## config.mk

```make
export PLATFORM = sky130hd
export DESIGN_NAME = prom_loader
export DESIGN_NICKNAME = d
export VERILOG_FILES = /design/src/rtl/prom_loader_pkg.sv /design/src/rtl/prom_loader_byte_timeout.sv /design/src/rtl/prom_loader.sv
export SDC_FILE = /design/constraint.sdc
export NUM_CORES = 1
export LEC_CHECK = 0
export ABC_CLOCK_PERIOD_IN_PS = 2750
export CAP_MARGIN = 15
export CORE_ASPECT_RATIO = 1.1
export CORE_MARGIN = 2
export CORE_UTILIZATION = 30
export DETAILED_ROUTE_END_ITERATION = 16
export PLACE_DENSITY = 0.52
export SLEW_MARGIN = 0
export SYNTH_ARGS = -nofsm -noshare
export SYNTH_HDL_FRONTEND = slang
export SYNTH_SLANG_ARGS = --single-unit
```

## constraint.sdc

```tcl
create_clock -name clk -period 2.75 [get_ports clk]
set_input_delay 0.55 -clock clk [delete_from_list [all_inputs] [get_ports clk]]
set_output_delay 0.55 -clock clk [all_outputs]
set_load 0.01 [all_outputs]
```

## src/rtl/prom_loader_pkg.sv

```systemverilog
// prom_loader shared types.
// Frame-parser states and the default frame marker.
package prom_loader_pkg;

  typedef enum logic [2:0] {
    S_IDLE,
    S_COUNT,
    S_LOW,
    S_HIGH,
    S_CHECK
  } state_t;

  localparam logic [7:0] DEFAULT_SYNC = 8'hA5;

endpackage

```

## src/rtl/prom_loader_byte_timeout.sv

```systemverilog
// Inter-byte timeout for prom_loader.
// Reloads on clear and counts down while enabled.
module byte_timeout #(
  parameter int TIMEOUT_CYCLES = 255
) (
  input  logic clk,
  input  logic reset_n,
  input  logic clear_i,
  input  logic enable_i,
  output logic expired_o
);

  localparam int CW = (TIMEOUT_CYCLES > 1) ?
                      $clog2(TIMEOUT_CYCLES + 1) : 1;
  localparam logic [CW-1:0] LOAD = CW'(TIMEOUT_CYCLES - 1);

  logic [CW-1:0] cnt_q;

  // Zero means this is the last idle cycle allowed.
  assign expired_o = enable_i && (cnt_q == '0);

  always_ff @(posedge clk or negedge reset_n) begin
    if (!reset_n) begin
      cnt_q <= '0;
    end else if (clear_i) begin
      cnt_q <= LOAD;
    end else if (enable_i && (cnt_q != '0)) begin
      cnt_q <= cnt_q - 1'b1;
    end
  end

endmodule

```

## src/rtl/prom_loader.sv

```systemverilog
// Framed UART-to-PROM loader.
// Checks sync/length/checksum and writes 16-bit LE words.
module prom_loader
  import prom_loader_pkg::*;
#(
  parameter int          ROM_WORDS      = 16,
  parameter int          TIMEOUT_CYCLES = 255,
  parameter logic [7:0]  SYNC_BYTE      = DEFAULT_SYNC
) (
  input  logic                         clk,
  input  logic                         reset_n,
  input  logic [7:0]                   rx_data_i,
  input  logic                         rx_ready_i,
  output logic                         rx_ack_o,
  output logic                         prom_we_o,
  output logic [$clog2(ROM_WORDS)-1:0] prom_addr_o,
  output logic [15:0]                  prom_data_o,
  output logic                         busy_o,
  output logic                         done_o,
  output logic                         error_o
);

  localparam int AW = $clog2(ROM_WORDS);
  localparam logic [8:0] MAXN = 9'(ROM_WORDS);

  state_t        state_q, state_d;
  logic [7:0]    n_q, n_d;
  logic [AW-1:0] addr_q, addr_d;
  logic [7:0]    sum_q, sum_d;
  logic [7:0]    lo_q, lo_d;
  logic          we_d;
  logic [AW-1:0] waddr_d;
  logic [15:0]   wdata_d;
  logic          done_d, error_d;
  logic          expired;
  logic          to_clear;
  logic          last_word;

  assign rx_ack_o  = rx_ready_i;
  assign busy_o    = (state_q != S_IDLE);
  assign to_clear  = rx_ready_i || (state_q == S_IDLE);
  assign last_word = (8'(addr_q) == (n_q - 8'd1));

  byte_timeout #(
    .TIMEOUT_CYCLES(TIMEOUT_CYCLES)
  ) u_timeout (
    .clk      (clk),
    .reset_n  (reset_n),
    .clear_i  (to_clear),
    .enable_i (busy_o),
    .expired_o(expired)
  );

  always_comb begin
    state_d = state_q;
    n_d     = n_q;
    addr_d  = addr_q;
    sum_d   = sum_q;
    lo_d    = lo_q;
    we_d    = 1'b0;
    waddr_d = prom_addr_o;
    wdata_d = prom_data_o;
    done_d  = done_o;
    error_d = error_o;
    unique case (state_q)
      S_IDLE: begin
        if (rx_ready_i && (rx_data_i == SYNC_BYTE)) begin
          done_d  = 1'b0;
          error_d = 1'b0;
          addr_d  = '0;
          sum_d   = 8'd0;
          state_d = S_COUNT;
        end
      end
      S_COUNT: begin
        if (rx_ready_i) begin
          if ((rx_data_i == 8'd0) ||
              ({1'b0, rx_data_i} > MAXN)) begin
            error_d = 1'b1;
            state_d = S_IDLE;
          end else begin
            n_d     = rx_data_i;
            sum_d   = rx_data_i;
            state_d = S_LOW;
          end
        end
      end
      S_LOW: begin
        if (rx_ready_i) begin
          lo_d    = rx_data_i;
          sum_d   = sum_q + rx_data_i;
          state_d = S_HIGH;
        end
      end
      S_HIGH: begin
        if (rx_ready_i) begin
          sum_d   = sum_q + rx_data_i;
          we_d    = 1'b1;
          waddr_d = addr_q;
          wdata_d = {rx_data_i, lo_q};
          if (last_word) begin
            state_d = S_CHECK;
          end else begin
            addr_d  = addr_q + 1'b1;
            state_d = S_LOW;
          end
        end
      end
      S_CHECK: begin
        if (rx_ready_i) begin
          if (rx_data_i == sum_q) done_d = 1'b1;
          else                    error_d = 1'b1;
          state_d = S_IDLE;
        end
      end
      default: state_d = S_IDLE;
    endcase
    // An arriving byte always beats an expiring count.
    if (expired && !rx_ready_i) begin
      error_d = 1'b1;
      state_d = S_IDLE;
    end
  end

  always_ff @(posedge clk or negedge reset_n) begin
    if (!reset_n) begin
      state_q     <= S_IDLE;
      n_q         <= 8'd0;
      addr_q      <= '0;
      sum_q       <= 8'd0;
      lo_q        <= 8'd0;
      prom_we_o   <= 1'b0;
      prom_addr_o <= '0;
      prom_data_o <= 16'd0;
      done_o      <= 1'b0;
      error_o     <= 1'b0;
    end else begin
      state_q     <= state_d;
      n_q         <= n_d;
      addr_q      <= addr_d;
      sum_q       <= sum_d;
      lo_q        <= lo_d;
      prom_we_o   <= we_d;
      prom_addr_o <= waddr_d;
      prom_data_o <= wdata_d;
      done_o      <= done_d;
      error_o     <= error_d;
    end
  end

endmodule

```

Word-level counts from Yosys, hierarchy flattened:

Index checks and enable logic that the tools add are counted.
W data, S select, Z words.

* $add $sub $neg: 4
* $mul: 0
* divide/modulo/power cells: 0
* $lt $le $gt $ge: 1
* equal/unequal tests: 22
* shifts and indexed selects: 0
* muxes and demuxes: 32
* bitwise gates (word level): 1
* reduce and logical (&&, ||, !) cells: 26

Operator list (count)
* $mux W8: 6
* $pmux W8 S3: 1
* $mux W3: 7
* $ne A3 B3 Y1 const B: 6
* $logic_not A8 Y1: 2
* $sub A8 B1 Y8 const B: 2
* $pmux W3 S5: 1
* $mux W4: 3
* $ne A2 B2 Y1 const B: 6
* $mux W1: 10
* $reduce_and A5 Y1: 2
* $add A8 B8 Y8: 1
* $eq A4 B8 Y1: 1
* $eq A8 B8 Y1: 1
* $eq A8 B8 Y1 const B: 1
* $gt A8 B5 Y1 const B: 1
* $pmux W4 S2: 1
* $reduce_and A4 Y1: 2
* $reduce_bool A8 Y1: 1
* $eq A3 B2 Y1 const B: 2
* $reduce_and A6 Y1: 1
* $reduce_bool A2 Y1: 3
* $reduce_bool A3 Y1: 2
* $add A4 B1 Y4 const B: 1
* 16 further kinds: 22

* register bits: 62
* latch bits: 0
* memory bits (writable): 0
* ROM bits: 0
* bits of input ports: 11
* output and inout port bits: 25
* logic and storage cells: 97
* memories kept: 0

Logic depth before layout (Yosys ltp):

* word-level depth: 6
* mapped depth: 9
* depth with buffers taken out: 9

Cells and area by module:

Synthesis repeated with hierarchy kept, for this count alone.

* cells, all modules: 321
* area total of the unflattened synthesis: 3219.3 µm²

By module, submodules not included
* prom_loader: instances 1, cells each 275, area each 2761.4 µm², sequential area each 1351.3 µm²
* byte_timeout: instances 1, cells each 46, area each 457.9 µm², sequential area each 200.2 µm²

Worst setup path before layout:

OpenSTA, ideal clock, no wires.

* path kind: input-to-reg
* start: in rx_data_i[2]
* end: reg error_o
* library setup time: 126 ps
* arrival time: 2167 ps
* setup slack: 457 ps
* stages on the path: 7
* path buffers: 0
* path through: ha_1 > or4_1 > nor4_1 > and4_1 > a211oi_1 > a211o_1 > o311a_1

* longest elaborated chain between the ends: 4
* elaborated cells between the ends (all ways): 10
* classes of those cells: order compare: 1; eq/ne: 5; reduce/logical: 4

RTL lines
* start: declaration: line prom_loader.sv:12 `input logic [7:0] rx_data_i,`
* $gt A8 B5 Y1, or another cell as far along: line prom_loader.sv:78 `({1'b0, rx_data_i} > MAXN)) begin`
* $logic_or A1 B1 Y1 or $logic_and A1 B1 Y1 (tied branches): line prom_loader.sv:77, prom_loader.sv:67
* $ne A3 B3 Y1 (no source line) or $ne A3 B1 Y1 (tied branches)
* $reduce_and A6 Y1 (no source line) (*)
* end signal: assignment: line prom_loader.sv:147 `error_o <= error_d;`
* end: declaration: line prom_loader.sv:20 `output logic error_o`

Mark *: on every way between the ends. The rest lies on a longest branch, timed or not.
A chain may end at the register's enable or synchronous reset.

Worst setup path in the final report:

* start: in rx_data_i[6]
* end: reg error_o

Same word-level chain as after synthesis.

==> flow_metrics.tcl <==
set metrics [dict create \
    clock_transition_time_at_the_flip_flop_clock_pins_of_the_worst_setup_and_hold_paths_ns 0.06 \
    global_route.overflow_total 0 \
    design.die.area_um2 11600 \
    wl_met2_um 3730 \
    simple_gate_area_share_of_the_yosys_netlist_pct 21.5 \
    ff_latch_area_um2 1550 \
    synth_warnings 0 \
    p_clk_share_pct 51.6 \
    netlist_area_um2 3220 \
    fill_cells 1069 \
    tritoncts "built" \
    nets 407 \
    ys_seq_elements 62 \
    finalWeightedCongestion 0.853 \
    arrival_ns 2.79 \
    num_antenna_cells 0 \
    worst_hold_path_type "in -> async" \
    netSwitchingFraction_pct 23.2 \
    initial_core_util_pct 30.8 \
    cts_post_setup_buffers_inserted 0 \
    vias_in_the_first_global_route 2643 \
    synth_compound_gate_area_share_pct 12.4 \
    cell_internal_pwr_mw 1.96 \
    min_period_ns 2.58 \
    number_of_setup_violations_in_the_final_report 0 \
    fin_worst_skew_ns 0.00688 \
    fin_setup_tns_ns 0 \
    power_switching_mw 0.592 \
    postSynthNetCount 350 \
    combinationalPowerShare_pct 10.0 \
    sequential_power_share_pct 38.4 \
    drc 0 \
    critical_path.startpoint_type "input pin" \
    top_signal_layer_used "met4" \
    cts_max_path_buffers 2 \
    clk-insertion-delay-late_ns 0.33 \
    grt_first_pass_wirelength_um 13200 \
    fin_hold_ws_ns 0.204 \
    synth_enable_flop_cells 0 \
    multi_input_comb_area_um2 1570 \
    end_kind "flip-flop" \
    clock-sinks 62 \
    cts_htree_levels 3 \
    p_leak_nw 1.94 \
    share_of_synthesized_cell_area_in_full_adder_half_adder_and_majority_cells_pct 4.90 \
    cts-hold-fix-buffers 0 \
    cts_repair_resize_count 0 \
    max_freq_mhz 388 \
    crit_path_max_fanout 2 \
    synth-async-reset-ratio_pct 100 \
    vias 2521 \
    grt_max_degree 42 \
    synth_area_per_cell_um2 9.85 \
    worst_slew_pin_slew_ns 0.552 \
    avgRoutedWirePerCell_um 14.5 \
    detail_route.wirelength.met1_um 3630 \
    grt_usage_pct 14.7 \
    yosysSeqAreaShare_pct 48.2 \
    synth_top_family_by_area "simple AND/OR/NAND/NOR gates" \
    outcome "complete, no violations" \
    postSynthCellCount 327 \
    setup_repair_after_global_routing_missed_its_margin "false" \
    synthToLayoutAreaGrowth_pct 31.3 \
    die_width_um 103 \
    layout.cells.non_filler 532 \
    cts-root-buf "sky130_fd_sc_hd__clkbuf_16" \
    io-pin-count 36 \
    synth_mux_area_share_pct 6.06 \
    hold_viol_final 0 \
    antenna_found_initial 0 \
    detail_route.wirelength_um 7730 \
    detailedPlacementHpwl_um 5510 \
    crit_required_ns 2.96 \
    length_of_routed_met3_wiring_um 278 \
    synth-main-ff-cell "sky130_fd_sc_hd__dfrtp_1" \
    layout_cell_share_with_drive_strength_beyond_1_pct 15.4 \
    relSlewSlack_pct 63.2 \
    placed_cells_incl_taps 516 \
    power_dens_cells_nw_per_um2 604 \
    timing.final.max_slew_violations 0 \
    core_um2 10400 \
    detail_route.vias_per_cell 4.74 \
    synth_xor_area_share_pct 3.81 \
    drt_iter0_drc 62 \
    placement.io_buffers 35 \
    ir_worst_vdd_mv 0.266 \
    timing_worst_setup_path_type "in -> reg" \
    row_count 39 \
    ant_nets 0 \
    synth_cell_types 57 \
    final_min_period_over_clock_period_pct 93.8 \
    timing.max_cap.violations 0 \
    first_pass_iters 4 \
    tritoncts.num_buffers 9 \
    die-height_um 113 \
]
-- state kept, by name, indices dropped and copies added (netlist names), 3 cells and up --
| name | flops |
|---|---|
| prom_addr_o | 4 |
| prom_data_o | 16 |
| u_timeout.cnt_q | 8 |
| addr_q | 4 |
| n_q | 8 |
| lo_q | 8 |
| sum_q | 8 |
| state_q | 3 |
-- per-stage QoR --
stage	power (mW)	cell area, µm²	worst slack, ns	utilization [%]
after detailed placement	1.26	3880	-0.163	37.2
after CTS	2.59	4230	0.191	40.5
after global routing	2.68	4230	0.109	40.5
after floorplan	1.13	3220	0.457	-
after global placement	1.25	3880	-0.102	37.2
final	2.55	4230	0.172	40.5
-- power by group through the flow --
stage / Sequential, mW / Combinational, mW / Clock (mW)
after floorplan: 0.989 / 0.145 / 0
after global placement: 0.995 / 0.257 / 0
after detailed placement: 0.997 / 0.259 / 0
after CTS: 0.981 / 0.260 / 1.35
after global routing: 0.985 / 0.289 / 1.40
final: 0.980 / 0.255 / 1.32
-- cell usage after synthesis, types with 6 or more instances --
cell	number	area [µm²]
sky130_fd_sc_hd__dfrtp_1	62	1550
sky130_fd_sc_hd__mux2i_1	6	60.1
sky130_fd_sc_hd__xnor2_1	11	96.3
sky130_fd_sc_hd__clkbuf_1	10	37.5
sky130_fd_sc_hd__ha_1	11	138
sky130_fd_sc_hd__nor3_1	8	40.0
sky130_fd_sc_hd__nor2_1	14	52.6
sky130_fd_sc_hd__mux2_2	12	135
sky130_fd_sc_hd__a21oi_1	9	45.0
sky130_fd_sc_hd__nand2_1	77	289
sky130_fd_sc_hd__nand2b_1	8	50.1
sky130_fd_sc_hd__inv_1	12	45.0
sky130_fd_sc_hd__o21ai_0	10	50.1
sky130_fd_sc_hd__nand3_1	6	30.0
-- critical path, cell delays in order --
cell and delay (ns):
sky130_fd_sc_hd__clkdlybuf4s50_1 0.42, sky130_fd_sc_hd__ha_1 0.34, sky130_fd_sc_hd__or4_1 0.52, sky130_fd_sc_hd__nor4_1 0.24
sky130_fd_sc_hd__and4_1 0.26, sky130_fd_sc_hd__a211oi_1 0.06, sky130_fd_sc_hd__a211o_1 0.27, sky130_fd_sc_hd__o311a_1 0.12
-- cell usage in the layout (no fill, tap or decap), drive strengths merged, types with 5 or more instances in the layout --
cell type	n
ha	11
mux2	12
nand3	6
inv	13
clkdlybuf4s50	34
a21oi	9
buf	25
o21ai	12
dfrtp	62
nand2	77
nor3	8
xnor2	11
clkbuf	9
nor2	16
nand2b	8
mux2i	6
nor4	5
-- metal layers --
metal,global-route usage (%),vias up
li1,-,1253
met1,19.0,1220
met2,23.7,41
met3,4.05,7
met4,4.91,0
met5,0,-
-- cells by family after synthesis --
family / Yosys count
xor gates and xnor gates: 14
buffers and inverters: 25
muxes: 18
DFF: 62
and+or+nand+nor: 143
adders and majority gates: 12
AOI/OAI and AO/OA: 53
-- final cells by class --
class / instances / share of cell area, %
timing repair buffer: 59 / 12.7
multi-input combinational: 240 / 37.1
clock inverter: 7 / 2.84
clock buffer: 9 / 5.33
sequential: 62 / 36.7
tap: 143 / 4.23
inverter: 12 / 1.07
-- final timing paths --
| path | startpoint | to | slack (ns) | depth (start not counted) |
|---|---|---|---|---|
| max in group asynchronous | reset_n | prom_addr_o[1] | 1.93 | 2 |
| min in group clk | lo_q[4] | prom_data_o[4] | 0.47 | 2 |
| min reg2reg | lo_q[4] | prom_data_o[4] | 0.47 | 2 |
| max | rx_data_i[6] | error_o | 0.17 | 8 |
| min | reset_n | u_timeout.cnt_q[7] | 0.20 | 1 |
| max reg2reg | sum_q[6] | error_o | 0.47 | 7 |
Power figures use the tool's default switching activity.
